--- src/rtl/cv32e40p_obi_instr_responder.sv ---
// OBI instruction-fetch responder: grants fetches, reads a word-addressed backing
// memory and returns responses in grant order, with optional grant/rvalid back-pressure.
module cv32e40p_obi_instr_responder #(
  parameter int unsigned MAX_OUTSTANDING = 2,
  parameter logic [31:0] ADDR_BASE       = 32'h0000_0000,
  parameter logic [31:0] ADDR_SIZE       = 32'h0001_0000
) (
  input  logic        clk,
  input  logic        rst_n,
  input  logic        instr_req_i,
  input  logic [31:0] instr_addr_i,
  output logic        instr_gnt_o,
  output logic        instr_rvalid_o,
  output logic [31:0] instr_rdata_o,
  output logic        instr_err_o,
  input  logic        gnt_stall_i,
  input  logic        rvalid_stall_i,
  output logic        mem_req_o,
  output logic [29:0] mem_addr_o,
  input  logic [31:0] mem_rdata_i
);

  localparam int unsigned        CNT_W   = 3;
  localparam int unsigned        PTR_W   = 2;
  localparam int unsigned        DEPTH   = 4;
  localparam logic [CNT_W-1:0]   MAX_CNT = CNT_W'(MAX_OUTSTANDING);
  localparam logic [PTR_W-1:0]   LAST_PTR = PTR_W'(MAX_OUTSTANDING - 1);

  logic [CNT_W-1:0] outstanding_q;
  logic [CNT_W-1:0] fifo_cnt_q;
  logic [PTR_W-1:0] rd_ptr_q;
  logic [PTR_W-1:0] wr_ptr_q;
  logic [31:0]      fifo_data_q [DEPTH];
  logic             fifo_err_q  [DEPTH];

  logic             cap_valid_q;
  logic             cap_err_q;
  logic [31:0]      cap_data;

  logic [31:0]      offset;
  logic             in_range;
  logic             fifo_empty;
  logic             fifo_full;
  logic             bypass;
  logic             pop;
  logic             push;
  logic             rvalid;

  function automatic logic [PTR_W-1:0] next_ptr(input logic [PTR_W-1:0] p);
    return (p == LAST_PTR) ? '0 : p + PTR_W'(1);
  endfunction

  // Address decode; the subtraction is only trusted once the lower bound holds,
  // so addresses below the base can never wrap into range.
  assign offset   = instr_addr_i - ADDR_BASE;
  assign in_range = (instr_addr_i >= ADDR_BASE) && (offset < ADDR_SIZE);

  // Grant depends only on registered occupancy, never on this cycle's rvalid.
  assign instr_gnt_o = instr_req_i & ~gnt_stall_i & (outstanding_q < MAX_CNT);
  assign mem_req_o   = instr_gnt_o & in_range & rst_n;
  assign mem_addr_o  = mem_req_o ? offset[31:2] : '0;

  // Memory data arrives the cycle after the strobe, which is exactly when the
  // capture stage is valid; out-of-range captures carry zero data.
  assign cap_data = cap_err_q ? 32'h0 : mem_rdata_i;

  assign fifo_empty = (fifo_cnt_q == '0);
  assign fifo_full  = (fifo_cnt_q == MAX_CNT);
  assign bypass     = fifo_empty & cap_valid_q & ~rvalid_stall_i;
  assign pop        = ~fifo_empty & ~rvalid_stall_i;
  assign push       = cap_valid_q & ~bypass;
  assign rvalid     = pop | bypass;

  assign instr_rvalid_o = rvalid;
  assign instr_rdata_o  = pop    ? fifo_data_q[rd_ptr_q] :
                          bypass ? cap_data              : 32'h0;
  assign instr_err_o    = pop    ? fifo_err_q[rd_ptr_q]  :
                          bypass ? cap_err_q             : 1'b0;

  // NOTE: sequential state uses non-blocking assignments so every register
  // samples pre-edge values regardless of statement order.
  always_ff @(posedge clk or negedge rst_n) begin
    if (!rst_n) begin
      outstanding_q <= '0;
      fifo_cnt_q    <= '0;
      rd_ptr_q      <= '0;
      wr_ptr_q      <= '0;
      cap_valid_q   <= 1'b0;
      cap_err_q     <= 1'b0;
    end else begin
      cap_valid_q <= instr_gnt_o;
      cap_err_q   <= instr_gnt_o & ~in_range;

      if (instr_gnt_o && !rvalid) begin
        outstanding_q <= outstanding_q + CNT_W'(1);
      end else if (!instr_gnt_o && rvalid) begin
        outstanding_q <= outstanding_q - CNT_W'(1);
      end

      if (push) begin
        wr_ptr_q <= next_ptr(wr_ptr_q);
      end
      if (pop) begin
        rd_ptr_q <= next_ptr(rd_ptr_q);
      end
      if (push && !pop) begin
        fifo_cnt_q <= fifo_cnt_q + CNT_W'(1);
      end else if (!push && pop) begin
        fifo_cnt_q <= fifo_cnt_q - CNT_W'(1);
      end
    end
  end

  // NOTE: the FIFO storage array is deliberately not reset; entries are only
  // ever read while the count says they hold data, so clearing it buys nothing.
  always_ff @(posedge clk) begin
    if (push) begin
      fifo_data_q[wr_ptr_q] <= cap_data;
      fifo_err_q[wr_ptr_q]  <= cap_err_q;
    end
  end

  // Occupancy bound on grants means a full FIFO can never coexist with a capture.
  a_no_overflow : assert property (@(posedge clk) disable iff (!rst_n)
    !(cap_valid_q && fifo_full && !pop));

endmodule

--- config.mk ---
export PLATFORM = sky130hd
export DESIGN_NAME = cv32e40p_obi_instr_responder
export DESIGN_NICKNAME = d
export VERILOG_FILES = /design/src/rtl/cv32e40p_obi_instr_responder.sv
export SDC_FILE = /design/constraint.sdc
export NUM_CORES = 1
export LEC_CHECK = 0
export CORE_AREA = 2 2 154 126
export CTS_CLUSTER_SIZE = 40
export DETAILED_ROUTE_END_ITERATION = 10
export DIE_AREA = 0 0 156 128
export DONT_BUFFER_PORTS = 1
export GPL_TIMING_DRIVEN = 1
export PLACE_DENSITY_LB_ADDON = 0.12
export SLEW_MARGIN = 10
export SYNTH_ARGS = -nofsm -noshare
export SYNTH_HDL_FRONTEND = slang
export SYNTH_SLANG_ARGS = --single-unit
export TNS_END_PERCENT = 10
--- constraint.sdc ---
create_clock -name clk -period 9.93 [get_ports clk]
set_clock_uncertainty 0.1 [all_clocks]
set_input_delay 2.979 -clock clk [delete_from_list [all_inputs] [get_ports clk]]
set_output_delay 2.979 -clock clk [all_outputs]
set_load 0.02 [all_outputs]
==> impl_metrics.json, run 1 <==
{
  "status": "complete, no violations",
  "drc_errors": 0,
  "coreArea_um2": 18520,
  "grt_pass1_wl_mm": 21.32,
  "start_util": 0.3435,
  "r2r_start": "fifo_cnt_q[0]",
  "rsz0062_at_grt": "no",
  "ys.flop_type": "edfxtp_1",
  "final_cell_mix": "132 x edfxtp_1, 33 x a32o_1, 32 x nor2b_1, 28 x mux4_2, 17 x clkbuf_16",
  "arrival_ps": 4700,
  "die_width_um": 156,
  "yosysUniqueCellTypes": 40,
  "tightest_slew_ps": 1073,
  "period_minus_slack_ps": 7783,
  "worstRegToRegCells": 10,
  "post_cts_buffers": 0,
  "r2r_slack_ps": 6630,
  "antenna_found_initial": 3,
  "synth_area_per_cell_um2": 17.53,
  "syn_to_final_growth_pct": 11.72,
  "placedCellCount": 578,
  "ys_async_sr_fraction": 0.08333,
  "slew_headroom": 0.2827,
  "worst_hold_startpoint": "outstanding_q[0]",
  "cp_slowest_cell": "nor3_1",
  "rr_endpoint": "outstanding_q[2]",
  "drtPass1Iterations": 4,
  "fmax_mhz": 128.5,
  "track_usage": 0.1504,
  "dieArea_um2": 19970,
  "final_nets": 434,
  "start_kind": "input pin",
  "synth_edf_count": 132,
  "avgViaCountPerCell": 5.406,
  "cts.hold.buffers_added": 0,
  "final_max_slew_viol_count": 0,
  "worstHoldPathType": "flop to flop",
  "crit_buf_inv": 0,
  "fillers": 1688,
  "min_to": "outstanding_q[0]",
  "hpwl_mm": 8.105,
  "leakagePower_nw": 2.273,
  "crit_required_ps": 6850,
  "ys_seq_area_frac": 0.6701,
  "ir_worst_vdd_mv": 0.1303,
  "setup_tns_ps": 0,
  "grt_overflow_total": 0,
  "synth_area_leader_cell": "edfxtp_1",
  "crit_fanout": 15,
  "cts_made_buffers": 17,
  "gp_congestion": 0.6975,
  "drive_above_1_share": 0.2000,
  "cts_max_level": 4,
  "clk_pin_slew_ps": 60,
  "portBuffers": 0,
  "dieHeight_um": 128,
  "grt_pass1_vias": 3448,
  "multi_input_area_um2": 1837,
  "ios": 135,
  "holdPathStages": 1,
  "cts_tree": "yes",
  "cp-end-kind": "output port",
  "vias": 3303,
  "yosysWarnings": 0,
  "period_share": 0.7838,
  "criticalPathCategory": "input pin to output port",
  "clock_latency_ps": 410,
  "ant_nets": 0,
  "netlist_top_cells_area": "edfxtp_1 62%, mux4_2 9.9%, a32o_1 5.2%, dfrtp_1 4.7%, nor2b_1 3.2%",
  "ys_seq_elements": 144,
  "final_cells": 611,
  "final_util": 0.3838,
  "drt-initial-drc-count": 109,
  "clockBufferDepth": 2,
  "cts.sink_count": 144,
  "synthCells": 363,
  "crit_family": "simple AND/OR/NAND/NOR gates",
  "setup_viol": 0,
  "grt_max_degree": 38,
  "crit_path_max_incr_delay_ps": 670,
  "power_density_nw_per_um2": 255.4,
  "synth_top_area_share": 0.6229,
  "row_count": 45,
  "wl_per_cell_um": 23.36,
  "hold_viol_final": 0,
  "final_common_cell": "edfxtp_1",
  "cts_resized": 0,
  "maxCapViolations": 0,
  "clock-root-buffer": "clkbuf_16",
  "crit_chain": "nor4b_4 -> nand3_1 -> nor3_1",
  "wl_mm": 14.27,
  "ff_latch_area_um2": 4268,
  "syn_area_um2": 6364
}
[per-stage QoR]
stage               worst slack (ps)  power [mW]  hold slack, ps  instance area (um^2)
global route                    2055       1.902           455.4                  7107
floorplan                       2482       1.118           384.8                  6420
CTS                             2161       1.842           425.3                  7107
detailed placement              2149       1.181           415.1                  6504
global placement                2178       1.172           402.8                  6504
finish                          2147       1.815           420.2                  7109
[cell type report]
class	count	share of cell area
diodes	1	0.0003520
clock buffers	20	0.06142
clock inverters	12	0.02341
inverters	16	0.008448
multi-input cells	177	0.2584
flip-flops and latches	144	0.6003
well taps	235	0.04136
repair buffers	6	0.006336
[power by group]
part | internal [mW] | leakage [nW] | switching [mW]
clock | 0.417 | 0.280 | 0.241
combinational | 0.155 | 0.656 | 0.218
sequential | 0.724 | 1.34 | 0.0610
[cells by family (layout without fill, tap and decap cells)]
kind of cell / count (synthesis) / count (layout) / share of synthesized area
other: 1 / 17 / 0.0005893
xor gates and xnor gates: 5 / 5 / 0.006883
adders and majority gates: 3 / 3 / 0.008258
and+or+nand+nor: 75 / 75 / 0.07275
AOI/OAI and AO/OA: 43 / 43 / 0.06410
muxes: 35 / 35 / 0.1233
buffers and inverters: 57 / 54 / 0.05407
DFF: 144 / 144 / 0.6701
[state kept, by name, indices dropped and copies added, names as in the netlist]
register and flops:
cap_valid_q 1, rd_ptr_q 2, wr_ptr_q 2, cap_err_q 1
fifo_cnt_q 3, fifo_data_q 128, fifo_err_q 4, outstanding_q 3
[cells in the mapped netlist, types with 3 or more instances]
cell type and number:
a32o_1 33, buf_12 3, buf_2 11, buf_4 16, clkbuf_1 8, dfrtp_1 12
edfxtp_1 132, inv_1 16, mux4_1 5, mux4_2 28, nor2_1 4, nor2b_1 33
nor3_1 17, nor4_1 5, o21ai_0 3, xnor2_1 3
[worst register-to-register path: cells and delay by family, from the launching register on]
family / cells / cell delay, ps
fa+ha+maj: 2 / 570
buf+inv: 2 / 560
simple gates: 4 / 1220
xor+xnor: 2 / 330
flops: 1 / 460
[how the worst max path moves through the flow]
| stage | start | to | slack, ps | depth (start not counted) |
|---|---|---|---|---|
| 6_report | gnt_stall_i | mem_addr_o[2] | 2150 | 3 |
| 3_5_place_dp | gnt_stall_i | mem_addr_o[0] | 2150 | 3 |
| 3_3_place_gp | gnt_stall_i | mem_addr_o[4] | 2180 | 3 |
| 4_1_cts | gnt_stall_i | mem_addr_o[0] | 2160 | 3 |
| 2_1_floorplan | gnt_stall_i | mem_addr_o[10] | 2480 | 4 |
| 5_1_grt | gnt_stall_i | mem_addr_o[4] | 2060 | 3 |
[metal layers]
| metal | track usage | up-vias | wire length (um) |
|---|---|---|---|
| met1 | 0.1979 | 1721 | 6436 |
| met3 | 0.04632 | 16 | 926 |
| li1 | - | 1432 | - |
| met5 | 0 | - | 24 |
| met2 | 0.2353 | 130 | 6728 |
| met4 | 0.05828 | 4 | 154 |
Power figures use the tool's default switching activity.
==> run 2: changes to the inputs <==
Clock period 9.93 ns to 7.6 ns, I/O delays scaled along.
==> run 2 against run 1 <==
  * Clock power grew 22%
  * Critical path depth did not move
  * Via count is 1.3% lower
  * Critical endpoint is now mem_addr_o[0]
  * Die area unchanged
==> impl_metrics.json, run 2 (synthesis results as in run 1) <==
{
  "wl_mm": 13.97,
  "crit_chain": "nor4b_4 -> nand3_1 -> nor3_1",
  "use_met3": 0.05747,
  "cts_max_level": 4,
  "worstHoldPathType": "flop to flop",
  "coreArea_um2": 18520,
  "avgViaCountPerCell": 5.336,
  "setup_tns_ps": 0,
  "fin_area_um2": 7077,
  "cts_tree": "yes",
  "grtUsageMet1": 0.1884,
  "final_cells": 611,
  "largest_reg_flops": 128,
  "die_width_um": 156,
  "final_cell_mix": "132 x edfxtp_1, 33 x a32o_1, 32 x nor2b_1, 28 x mux4_2, 17 x clkbuf_16",
  "placedCellCount": 579,
  "start_kind": "input pin",
  "crit_path_max_incr_delay_ps": 650,
  "clock_latency_ps": 420,
  "top_usage_layer": "met2",
  "crit_family": "simple AND/OR/NAND/NOR gates",
  "final_common_cell": "edfxtp_1",
  "ir_worst_vdd_mv": 0.1641,
  "criticalPathCategory": "input pin to output port",
  "cts.hold.buffers_added": 0,
  "row_count": 45,
  "cts_resized": 0,
  "fin_ws_ps": 1229,
  "cts.sink_count": 144,
  "portBuffers": 0,
  "drive_above_1_share": 0.2027,
  "multi_input_area_um2": 1837,
  "final_max_slew_viol_count": 0,
  "dpl-instance-area_um2": 6511,
  "met2_usage": 0.2413,
  "drt-initial-drc-count": 248,
  "dieArea_um2": 19970,
  "largest_register": "fifo_data_q",
  "power_density_nw_per_um2": 326.6,
  "ios": 135,
  "grt_pass1_wl_mm": 21.10,
  "wl_per_cell_um": 22.87,
  "period_share": 0.8383,
  "clk_pin_slew_ps": 50,
  "cts_made_buffers": 17,
  "fillers": 1709,
  "syn_to_final_growth_pct": 11.21,
  "cp_slowest_cell": "nor3_1",
  "dieHeight_um": 128,
  "grt_pass1_vias": 3486,
  "post_cts_buffers": 0,
  "track_usage": 0.1488,
  "period_minus_slack_ps": 6371,
  "maxCapViolations": 0,
  "drc_errors": 0,
  "rsz0062_at_grt": "no",
  "slew_headroom": 0.3255,
  "antenna_found_initial": 2,
  "ff_latch_area_um2": 4268,
  "final_nets": 435,
  "setup_viol": 0,
  "grt_overflow_total": 0,
  "cp-end-kind": "output port",
  "grt_max_degree": 38,
  "crit_fanout": 15,
  "fmax_mhz": 157.0,
  "largest_registers": "fifo_data_q (128), fifo_err_q (4)",
  "tightest_slew_ps": 1008,
  "status": "complete, no violations",
  "clockBufferDepth": 2,
  "drtPass1Iterations": 4,
  "dp_slack_ps": 1195,
  "clock-root-buffer": "clkbuf_16",
  "gp_congestion": 0.7035,
  "vias": 3260,
  "arrival_ps": 3990,
  "leakagePower_nw": 2.261,
  "hold_viol_final": 0,
  "hpwl_mm": 8.146,
  "crit_required_ps": 5220,
  "start_util": 0.3435,
  "crit_buf_inv": 0,
  "ant_nets": 0
}
[run 2: cell count changes in the layout (fill, tap and decap cells not counted), moves of 2 or more]
cell / delta
bufinv_16: -2
clkbuf_1: +3
clkbuf_8: +2
clkinv_1: -4
[run 2: metal layers]
layer / wire (um) / share of wire
met5: 13 / 0.00093
met4: 68 / 0.0049
met1: 6222 / 0.45
met3: 911 / 0.065
met2: 6756 / 0.48
[run 2: path summary, 6_finish.rpt]
check                                  from                to  slack [ps]  depth (start not counted)
min in group asynchronous             rst_n       wr_ptr_q[0]        1450                          0
hold / removal             outstanding_q[0]  outstanding_q[0]         410                          1
hold reg to reg            outstanding_q[0]  outstanding_q[0]         410                          1
setup / recovery                gnt_stall_i     mem_addr_o[0]        1230                          3
setup reg to reg              fifo_cnt_q[0]  outstanding_q[2]        4540                          9
max in group asynchronous             rst_n       rd_ptr_q[1]        5850                          0
[run 2: where the power goes]
part / leakage (nW) / internal [mW] / switching [mW]
Sequential: 1.34 / 0.946 / 0.0784
Combinational: 0.661 / 0.204 / 0.282
Clock: 0.264 / 0.498 / 0.303
[run 2: worst reg2reg max path, delay by kind of cell, from the launching register on]
family,cells,cell delay [ps]
and+or+nand+nor,4,1520
adders and majority gates,2,560
DFF,1,470
xor gates and xnor gates,2,300
buffers and inverters,1,60
[run 2: area by class of cell]
type                            count  area share
Timing Repair Buffer                7    0.007426
Multi-Input combinational cell    177      0.2595
Tap cell                          235     0.04155
Sequential cell                   144      0.6031
Clock buffer                       25     0.06719
Antenna cell                        1   0.0003536
Inverter                           16    0.008487
Clock inverter                      6     0.01238
[run 2: through the flow]
step           utilization  hold WS, ps  power (mW)
3_3_place_gp        0.3515        398.8       1.533
5_1_grt             0.3819        451.8       2.423
2_1_floorplan            -        384.8       1.460
6_report            0.3820        411.0       2.311
4_1_cts             0.3819        416.4       2.347
3_5_place_dp        0.3515        406.1       1.542
